==> src/rtl/mix_i2s_out_if.sv <==
// Mixer-to-DAC bus: mixed sample and volume in, I2S pins and monitor word out.
// The mixer side uses the master modport and the output stage uses the slave modport.
interface mix_i2s_out_if #(
   parameter int IN_W  = 20,
   parameter int OUT_W = 16
);
   logic [IN_W-1:0]  mixed_signal;
   logic [2:0]       vol;
   logic             bclk;
   logic             lrclk;
   logic             sdata;
   logic             sample_tick;
   logic [OUT_W-1:0] sample_out;

   modport master (output mixed_signal, vol,
                   input  bclk, lrclk, sdata, sample_tick, sample_out);
   modport slave  (input  mixed_signal, vol,
                   output bclk, lrclk, sdata, sample_tick, sample_out);
endinterface

==> src/rtl/mix_i2s_out.sv <==
// Mixer output stage: re-centre, shift-volume, saturate, then serialise as mono I2S.
// Emits a one-clk sample_tick at every frame capture.
module mix_i2s_out #(
   parameter int IN_W     = 20,
   parameter int OUT_W    = 16,
   parameter int BCLK_DIV = 4
)(
   input  logic         clk,
   input  logic         reset,
   mix_i2s_out_if.slave bus
);
   localparam int FRAME = 2 * OUT_W;
   localparam int BW    = $clog2(FRAME);
   localparam int DW    = $clog2(BCLK_DIV);
   localparam int BASE  = IN_W - OUT_W;

   localparam logic [DW-1:0] DIV_HALF = DW'(BCLK_DIV / 2 - 1);
   localparam logic [DW-1:0] DIV_LAST = DW'(BCLK_DIV - 1);
   localparam logic [BW-1:0] B_LAST   = BW'(FRAME - 1);
   localparam logic [BW-1:0] B_RIGHT  = BW'(OUT_W);
   localparam logic [BW-1:0] B_FRAME  = BW'(FRAME);
   localparam logic signed [IN_W-1:0] S_MAX = IN_W'((2 ** (OUT_W - 1)) - 1);
   localparam logic signed [IN_W-1:0] S_MIN = ~S_MAX;

   logic [DW-1:0]    div_q, div_d;
   logic [BW-1:0]    b_q, b_d;
   logic [FRAME-1:0] frame_q, frame_d;
   logic             bclk_q, bclk_d;
   logic             lrclk_q, lrclk_d;
   logic             sdata_q, sdata_d;
   logic             tick_q, tick_d;
   logic [OUT_W-1:0] sout_q, sout_d;

   logic                   fall;
   logic [BW-1:0]          idx;
   logic signed [IN_W-1:0] s_c, y_c;
   logic [OUT_W-1:0]       sat_c;
   int                     e_c;

   // Flipping the MSB of offset-binary gives the two's-complement value minus the midpoint.
   always_comb begin
      s_c = $signed({~bus.mixed_signal[IN_W-1], bus.mixed_signal[IN_W-2:0]});
      e_c = BASE - ((int'(bus.vol) > BASE) ? BASE : int'(bus.vol));
      y_c = s_c >>> e_c;
      if (y_c > S_MAX)
         sat_c = S_MAX[OUT_W-1:0];
      else if (y_c < S_MIN)
         sat_c = S_MIN[OUT_W-1:0];
      else
         sat_c = y_c[OUT_W-1:0];
   end

   always_comb begin
      fall    = (div_q == DIV_LAST);
      div_d   = fall ? '0 : div_q + 1'b1;
      b_d     = b_q;
      bclk_d  = bclk_q;
      lrclk_d = lrclk_q;
      sdata_d = sdata_q;
      frame_d = frame_q;
      sout_d  = sout_q;
      tick_d  = 1'b0;
      idx     = '0;
      if (div_q == DIV_HALF)
         bclk_d = 1'b1;
      if (fall) begin
         bclk_d  = 1'b0;
         b_d     = (b_q == B_LAST) ? '0 : b_q + 1'b1;
         lrclk_d = (b_d >= B_RIGHT);
         if (b_q == B_LAST) begin
            // Period 0 still carries the old frame's LSB (one-bit I2S delay).
            sdata_d = frame_q[0];
            frame_d = {sat_c, sat_c};
            sout_d  = sat_c;
            tick_d  = 1'b1;
         end else begin
            idx     = B_FRAME - b_d;
            sdata_d = frame_q[idx];
         end
      end
   end

   always_ff @(posedge clk or negedge reset) begin
      if (!reset) begin
         div_q   <= '0;
         b_q     <= B_LAST;
         frame_q <= '0;
         bclk_q  <= 1'b0;
         lrclk_q <= 1'b0;
         sdata_q <= 1'b0;
         tick_q  <= 1'b0;
         sout_q  <= '0;
      end else begin
         div_q   <= div_d;
         b_q     <= b_d;
         frame_q <= frame_d;
         bclk_q  <= bclk_d;
         lrclk_q <= lrclk_d;
         sdata_q <= sdata_d;
         tick_q  <= tick_d;
         sout_q  <= sout_d;
      end
   end

   assign bus.bclk        = bclk_q;
   assign bus.lrclk       = lrclk_q;
   assign bus.sdata       = sdata_q;
   assign bus.sample_tick = tick_q;
   assign bus.sample_out  = sout_q;
endmodule

==> src/flat_wrapper.sv <==
// flat-port wrapper written by rule: the top's interface ports become plain ports
module mix_i2s_out_flat 
#(
   parameter int IN_W     = 20,
   parameter int OUT_W    = 16,
   parameter int BCLK_DIV = 4
)
  (clk, reset, bus_mixed_signal, bus_vol, bus_bclk, bus_lrclk, bus_sdata, bus_sample_tick, bus_sample_out);
  mix_i2s_out_if #(.IN_W(IN_W), .OUT_W(OUT_W)) bus_i ();
  input  logic clk;
  input  logic reset;
  input wire logic [$bits(bus_i.mixed_signal)-1:0] bus_mixed_signal;
  input wire logic [$bits(bus_i.vol)-1:0] bus_vol;
  output wire logic [$bits(bus_i.bclk)-1:0] bus_bclk;
  output wire logic [$bits(bus_i.lrclk)-1:0] bus_lrclk;
  output wire logic [$bits(bus_i.sdata)-1:0] bus_sdata;
  output wire logic [$bits(bus_i.sample_tick)-1:0] bus_sample_tick;
  output wire logic [$bits(bus_i.sample_out)-1:0] bus_sample_out;
  assign bus_i.mixed_signal = bus_mixed_signal;
  assign bus_i.vol = bus_vol;
  assign bus_bclk = bus_i.bclk;
  assign bus_lrclk = bus_i.lrclk;
  assign bus_sdata = bus_i.sdata;
  assign bus_sample_tick = bus_i.sample_tick;
  assign bus_sample_out = bus_i.sample_out;
  mix_i2s_out #(.IN_W(IN_W), .OUT_W(OUT_W), .BCLK_DIV(BCLK_DIV)) u_core (.clk(clk), .reset(reset), .bus(bus_i));
endmodule
==> config.mk <==
export PLATFORM = sky130hd
export DESIGN_NAME = mix_i2s_out_flat
export DESIGN_NICKNAME = d
export VERILOG_FILES = /design/src/rtl/mix_i2s_out_if.sv /design/src/rtl/mix_i2s_out.sv /design/src/flat_wrapper.sv
export SDC_FILE = /design/constraint.sdc
export NUM_CORES = 1
export LEC_CHECK = 0
export ABC_CLOCK_PERIOD_IN_PS = 7100
export BUFFER_PORTS_ARGS = -buffer_cell sky130_fd_sc_hd__buf_2
export CAP_MARGIN = 5
export CORE_MARGIN = 1.5
export CORE_UTILIZATION = 40
export DETAILED_ROUTE_END_ITERATION = 16
export PLACE_DENSITY_LB_ADDON = 0.05
export SLEW_MARGIN = 20
export SYNTH_ARGS = -nofsm -noshare
export SYNTH_HDL_FRONTEND = slang
export SYNTH_SLANG_ARGS = --single-unit
==> constraint.sdc <==
create_clock -name clk -period 7.1 [get_ports clk]
set_clock_uncertainty 0.1 [all_clocks]
set_input_delay 0.71 -clock clk [delete_from_list [all_inputs] [get_ports clk]]
set_output_delay 0.71 -clock clk [all_outputs]
set_load 0.01 [all_outputs]
==> Word-level counts from Yosys, hierarchy flattened <==
Cells that the tools add are included.
{ "classes": {"n_addsub": 4, "bitwise": 1, "muxes": 12, "reduce_logical": 2, "n_shift": 1, "n_lt_le_gt_ge": 5, "n_eq_ne": 3} }
{ "ops": {"columns": ["operator", "count"], "rows": [
  ["16-bit two-way mux", 2],
  ["20-bit by 32-bit >>> shifter with 20-bit output", 1],
  ["4-bit by 32-bit subtractor with 32-bit output, first input constant", 1],
  ["20-bit by 16-bit > comparator with 1-bit output, second input constant", 1],
  ["20-bit by 16-bit less-than comparator with 1-bit output, second input constant", 1],
  ["5-bit by 6-bit less-than comparator with 1-bit output, second input constant", 1],
  ["1-bit two-way mux", 6],
  ["5-bit by 1-bit adder with 5-bit output, second input constant", 1],
  ["1-bit binary-select mux with 5-bit select", 1],
  ["5-bit == test, second input constant", 1],
  ["5-bit greater-or-equal comparator, second input constant", 1],
  ["5-bit two-way mux", 1],
  ["1-bit by 5-bit subtractor with 5-bit output, first input constant", 1],
  ["3-bit > comparator, second input constant", 1],
  ["3-bit two-way mux", 1],
  ["2-bit by 1-bit adder with 2-bit output, second input constant", 1],
  ["2-bit by 1-bit == test with 1-bit output, second input constant", 1],
  ["2-bit == test, second input constant", 1],
  ["2-bit two-way mux", 1],
  ["2-bit AND reduction", 1],
  ["2-bit nonzero test", 1],
  ["1-bit NOT", 1]
]} }
{ "totals": {"elab_cells": 36, "regBits": 59, "inputBits": 25, "output_inout_bits": 20} }

==> Logic depth before layout (Yosys ltp) <==
{ "depth": {"ltp_word": 7, "depth_mapped": 15, "mapped_depth_nobuf": 12} }

==> Worst setup path before layout <==
No wires, ideal clock.
{ "synth_timing": {"path_type": "input -> register", "from": "in bus_vol[0]", "to": "reg u_core.sout_q[2], in the netlist u_core.bus.sample_out[2]", "arrival_time_ns": 3.185, "required_ns": 6.874, "setup_ns": 0.126, "path_buffers": 2, "cell_stages": 13, "setup_slack_ns": 3.689, "path_cell_list": "nor2b_1 buf_4 inv_2 buf_4 ha_1 inv_1 ha_1 or4b_1 o311ai_2 a41oi_2 o31ai_4 a211oi_1 a221o_1"} }
{ "synth_between": {"elab_chain_cells": 7, "word_cells_on_any_way": 8, "classes_between": "1 x add/sub; 3 x order compare; 1 x shift; 3 x mux"} }
{ "synth_lines": {"columns": ["item", "line", "source"], "rows": [
  ["start: declaration", "flat_wrapper.sv:13", "input wire logic [$bits(bus_i.vol)-1:0] bus_vol;"],
  ["3-bit > comparator", "mix_i2s_out.sv:43", "e_c = BASE - ((int'(bus.vol) > BASE) ? BASE : int'(bus.vol));"],
  ["3-bit two-way mux (*)", "mix_i2s_out.sv:43", null],
  ["4-bit by 32-bit subtractor with 32-bit output (*)", "mix_i2s_out.sv:43", null],
  ["20-bit by 32-bit >>> shifter with 20-bit output (*)", "mix_i2s_out.sv:44", "y_c = s_c >>> e_c;"],
  ["20-bit by 16-bit less-than comparator with 1-bit output", "mix_i2s_out.sv:47", "else if (y_c < S_MIN)"],
  ["16-bit two-way mux", "mix_i2s_out.sv:47", null],
  ["16-bit two-way mux (*)", "mix_i2s_out.sv:45", "if (y_c > S_MAX)"],
  ["end signal: assignment", "mix_i2s_out.sv:101", "sout_q <= sout_d;"],
  ["end: declaration", "mix_i2s_out.sv:32", "logic [OUT_W-1:0] sout_q, sout_d;"]
]} }
Mark *: on every way between the ends. The rest lies on a longest branch, timed or not.
A chain may end at the register's enable or synchronous reset.

==> Final worst setup path <==
{ "layout_timing": {"from": "in bus_vol[2]", "to": "reg u_core.sout_q[12], in the netlist u_core.bus.sample_out[12]"} }
Same word-level chain as after synthesis.

==> metrics.txt <==
DP Wirelength=4.53 mm; router iterations before antenna repair=4; count of nets after finishing=334; xor and xnor fraction of the mapped netlist area=1.11%; H-tree depth=1; count of pins over their slew limit=0; Post-CTS Hold Buffers=0; top cells by area, synth=sky130_fd_sc_hd__dfrtp_1, sky130_fd_sc_hd__mux4_2, sky130_fd_sc_hd__dfstp_2; global-route layer with the greatest usage=met1; Lkg Pwr=0.00111 uW; die footprint=6390 um2; Yosys top cell by area=sky130_fd_sc_hd__dfrtp_1; final-report hold violation count=0; kind of critical path=in2reg; WP data arrival=4160 ps; post-synthesis mux area share=15.1%; final setup TNS=0 ps; clock buffers created by TritonCTS=3; RSZ-0062 raised after global routing=false; switching power share of the total=33.8%; Distinct cells, synth=51; pin count of the biggest net entering global routing=28; run status=finished, final reports clean; worst hold-check path type=in2async; global-route congestion overflow total=0; cell type with the highest occurrence count on the critical path=sky130_fd_sc_hd__ha_1; Max transition margin=39.7%; Cell Rows=27; Post-CTS Setup Bufs=0; Gates resized, CTS repair=0; synthesized area per cell=8.60 um2; count of input and output buffers=44; first-pass GRT wire length=10.0 mm; Tmin final=4110 ps; Synth Area in Compound Gates=24.9%; Clk pwr share=22.5%; cell with the largest stage delay on the worst path=sky130_fd_sc_hd__ha_1; final estimated routing congestion in global placement=0.836; ports placed on the boundary=45; post-synth net total=307; cell internal pwr=264 uW; combinational cell fraction of total power=34.6%; met3 usage in global routing=3.20%; number of enable flip-flop cells after synthesis=0; count of antenna-violating nets left after detailed routing=0; number of DRC markers in iteration 0=151; Max FO, Critical Path=24; fraction of final layout cells with drive strength greater than 1=25.2%; final-report setup violation count=0; Setup crit start kind=primary input; initial core utilization=42.2%; Fill cells=597; overall via count from detail_route=2,198; Antenna Cells=0; post-synthesis async set-or-reset flop share=100%; required time worst endpoint=7150 ps; TritonCTS clock tree=done; cell area after technology mapping=2370 um2; met1 demand-to-capacity share in global routing=30.7%; Pwr Density=151 nW/um2; area of the placeable core=5610 um2; DRC violation count after routing=0; number of warnings printed during yosys synthesis=0; portion of the clock cycle consumed by the worst path in the final layout=57.9%; sequential share of power=42.9%; area share of the largest cell type after synthesis=23.3%; clock transition time at the flip-flop clock pins of the worst setup and hold paths=100 ps; endpoint kind of the worst setup timing path=flip-flop; sequential element share of the synthesized area=28.8%; area added between synthesis and finish=11.2%; via count of the first global-routing pass=1,982; synthesized-area fraction occupied by and/or/nand/nor cells=20.5%; global-route total usage across every layer=19.9%; highest clock frequency the design can meet=243 MHz; most repeated cell in the gate-level netlist after synthesis=sky130_fd_sc_hd__nor2_1; cell-by-cell trace of the critical path=buf_2 -> nor2b_1 -> buf_4 -> inv_2 -> ha_1 -> inv_1 -> ha_1 -> nand2_1 -> o311ai_1 -> a41oi_2 -> o31ai_4 -> and2_1 -> o22ai_1; worst setup margin=2990 ps; switching power=135 uW; Cells after Synth=275; fin area=2630 um2; clock tree buffer depth=2; largest family of logic cells by synthesized area=compound AO/OA/AOI/OAI gates; slew of the pin with the lowest slew margin=905 ps; area post-placement=2580 um2; final wirelength=6.11 mm; setup slack after placement=2700 ps; leading cell types by count after synthesis=sky130_fd_sc_hd__nor2_1, sky130_fd_sc_hd__nand2_1, sky130_fd_sc_hd__dfrtp_1, sky130_fd_sc_hd__clkbuf_1; count of max-cap constraint violations=0; met2 demand-to-capacity share in global routing=29.6%; DIE HEIGHT=79.9 um; detailed-route vias per instance=5.89; ys flop type=sky130_fd_sc_hd__dfrtp_1; DR WL/cell=16.4 um; adder-cell share of the synthesized area=3.70%; total number of clock tree sinks=27; Slowest Stage Delay on Critical Path=660 ps; number of register bits inferred by synthesis=27; width of the die=79.9 um; clock root buffer=sky130_fd_sc_hd__clkbuf_8; number of antenna violations at the first check in global routing=0; clock insertion delay at the later pin of the skew report=270 ps; maximum VDD drop=0.0804 mV
[path summary, 6_finish.rpt]
| path | start | to | slack, ps | cells after the start |
|---|---|---|---|---|
| min in group clk | u_core.div_q[0]$_DFF_PN0_ | u_core.div_q[0]$_DFF_PN0_ | 370 | 1 |
| setup reg to reg | u_core.b_q[0]$_DFFE_PN1P_ | u_core.bus.sdata$_DFFE_PN0P_ | 3520 | 12 |
| setup / recovery | bus_vol[2] | u_core.bus.sample_out[12]$_DFFE_PN0P_ | 2990 | 13 |
| hold reg to reg | u_core.div_q[0]$_DFF_PN0_ | u_core.div_q[0]$_DFF_PN0_ | 370 | 1 |
| hold / removal | reset | u_core.bus.sample_out[3]$_DFFE_PN0P_ | 330 | 1 |
| max in group asynchronous | reset | u_core.bus.sample_out[10]$_DFFE_PN0P_ | 6170 | 1 |
[per-stage QoR]
step | hold WS (ps) | power, uW | util, % | std cells
final | 333 | 399 | 46.9 | 373
after global routing | 372 | 427 | 46.9 | 373
after CTS | 358 | 404 | 46.9 | 373
after detailed placement | 351 | 313 | 46.1 | 369
after global placement | 356 | 313 | 46.1 | 369
after floorplan | 314 | 270 | - | 275
[cell usage in the layout, fill, tap and decap left out, types with 2 or more instances in the layout]
cell type and instances:
sky130_fd_sc_hd__nor2_1 29, sky130_fd_sc_hd__xnor2_1 2, sky130_fd_sc_hd__nor2b_1 5, sky130_fd_sc_hd__and3_1 2, sky130_fd_sc_hd__inv_1 10, sky130_fd_sc_hd__dfrtp_1 22, sky130_fd_sc_hd__mux4_2 8, sky130_fd_sc_hd__or4b_1 2
sky130_fd_sc_hd__o21ai_0 14, sky130_fd_sc_hd__o31ai_1 3, sky130_fd_sc_hd__a211o_1 5, sky130_fd_sc_hd__nand2b_1 13, sky130_fd_sc_hd__or2_2 2, sky130_fd_sc_hd__a211oi_1 2, sky130_fd_sc_hd__and2_1 5, sky130_fd_sc_hd__nand3_1 5
sky130_fd_sc_hd__o211ai_1 6, sky130_fd_sc_hd__mux2i_1 12, sky130_fd_sc_hd__a41oi_2 2, sky130_fd_sc_hd__ha_1 7, sky130_fd_sc_hd__nand4b_1 2, sky130_fd_sc_hd__o21a_1 2, sky130_fd_sc_hd__buf_2 44, sky130_fd_sc_hd__mux2_2 5
sky130_fd_sc_hd__a31oi_1 3, sky130_fd_sc_hd__o22ai_1 12, sky130_fd_sc_hd__a221o_1 3, sky130_fd_sc_hd__nand4_1 3, sky130_fd_sc_hd__or3_1 2, sky130_fd_sc_hd__dfstp_2 5, sky130_fd_sc_hd__clkbuf_8 3, sky130_fd_sc_hd__nand2_1 26
sky130_fd_sc_hd__a22o_1 4, sky130_fd_sc_hd__a21oi_1 14
[power by group through the flow]
| stage | sequential, uW | clock [uW] | combinational (uW) |
|---|---|---|---|
| 2_1_floorplan | 175 | 0 | 95.5 |
| 3_3_place_gp | 175 | 0 | 139 |
| 3_5_place_dp | 175 | 0 | 138 |
| 4_1_cts | 172 | 93.9 | 138 |
| 5_1_grt | 173 | 103 | 152 |
| 6_report | 171 | 89.5 | 138 |
[cell type report]
class                           count  area [um2]  share of cell area [%]
Multi-Input combinational cell    214        1540                    58.7
Sequential cell                    27         682                    25.9
Timing Repair Buffer               45         228                    8.65
Tap cell                           72        90.1                    3.42
Clock buffer                        3        41.3                    1.57
Inverter                           11        41.3                    1.57
Clock inverter                      1        5.00                   0.190
[sequential cells by signal (all words and copies together) (netlist names)]
register and count:
u_core.b_q 5, u_core.bus.bclk 1, u_core.bus.lrclk 1, u_core.bus.sample_out 15, u_core.bus.sample_tick 1, u_core.bus.sdata 1, u_core.div_q 2, u_core.frame_q 1
[cell families after synthesis]
group                      count (synthesis)
AOI/OAI and AO/OA                         81
muxes                                     25
adders and majority gates                  7
DFF                                       27
buffers and inverters                     34
and+or+nand+nor                           98
xor gates and xnor gates                   3
[routing by layer]
metal	wire length [um]	share of wire, %	vias up
met5	0	0	-
met4	23	0.38	0
met3	359	5.9	2
met2	2750	45	70
met1	2980	49	1056
li1	-	-	1070
[critical path: cells and delay by family]
kind / cells / cell delay (ps)
compound gates: 4 / 1020
buf+inv: 4 / 610
fa+ha+maj: 2 / 910
simple gates: 3 / 900
Note: power is estimated with default switching activity, not from simulation.
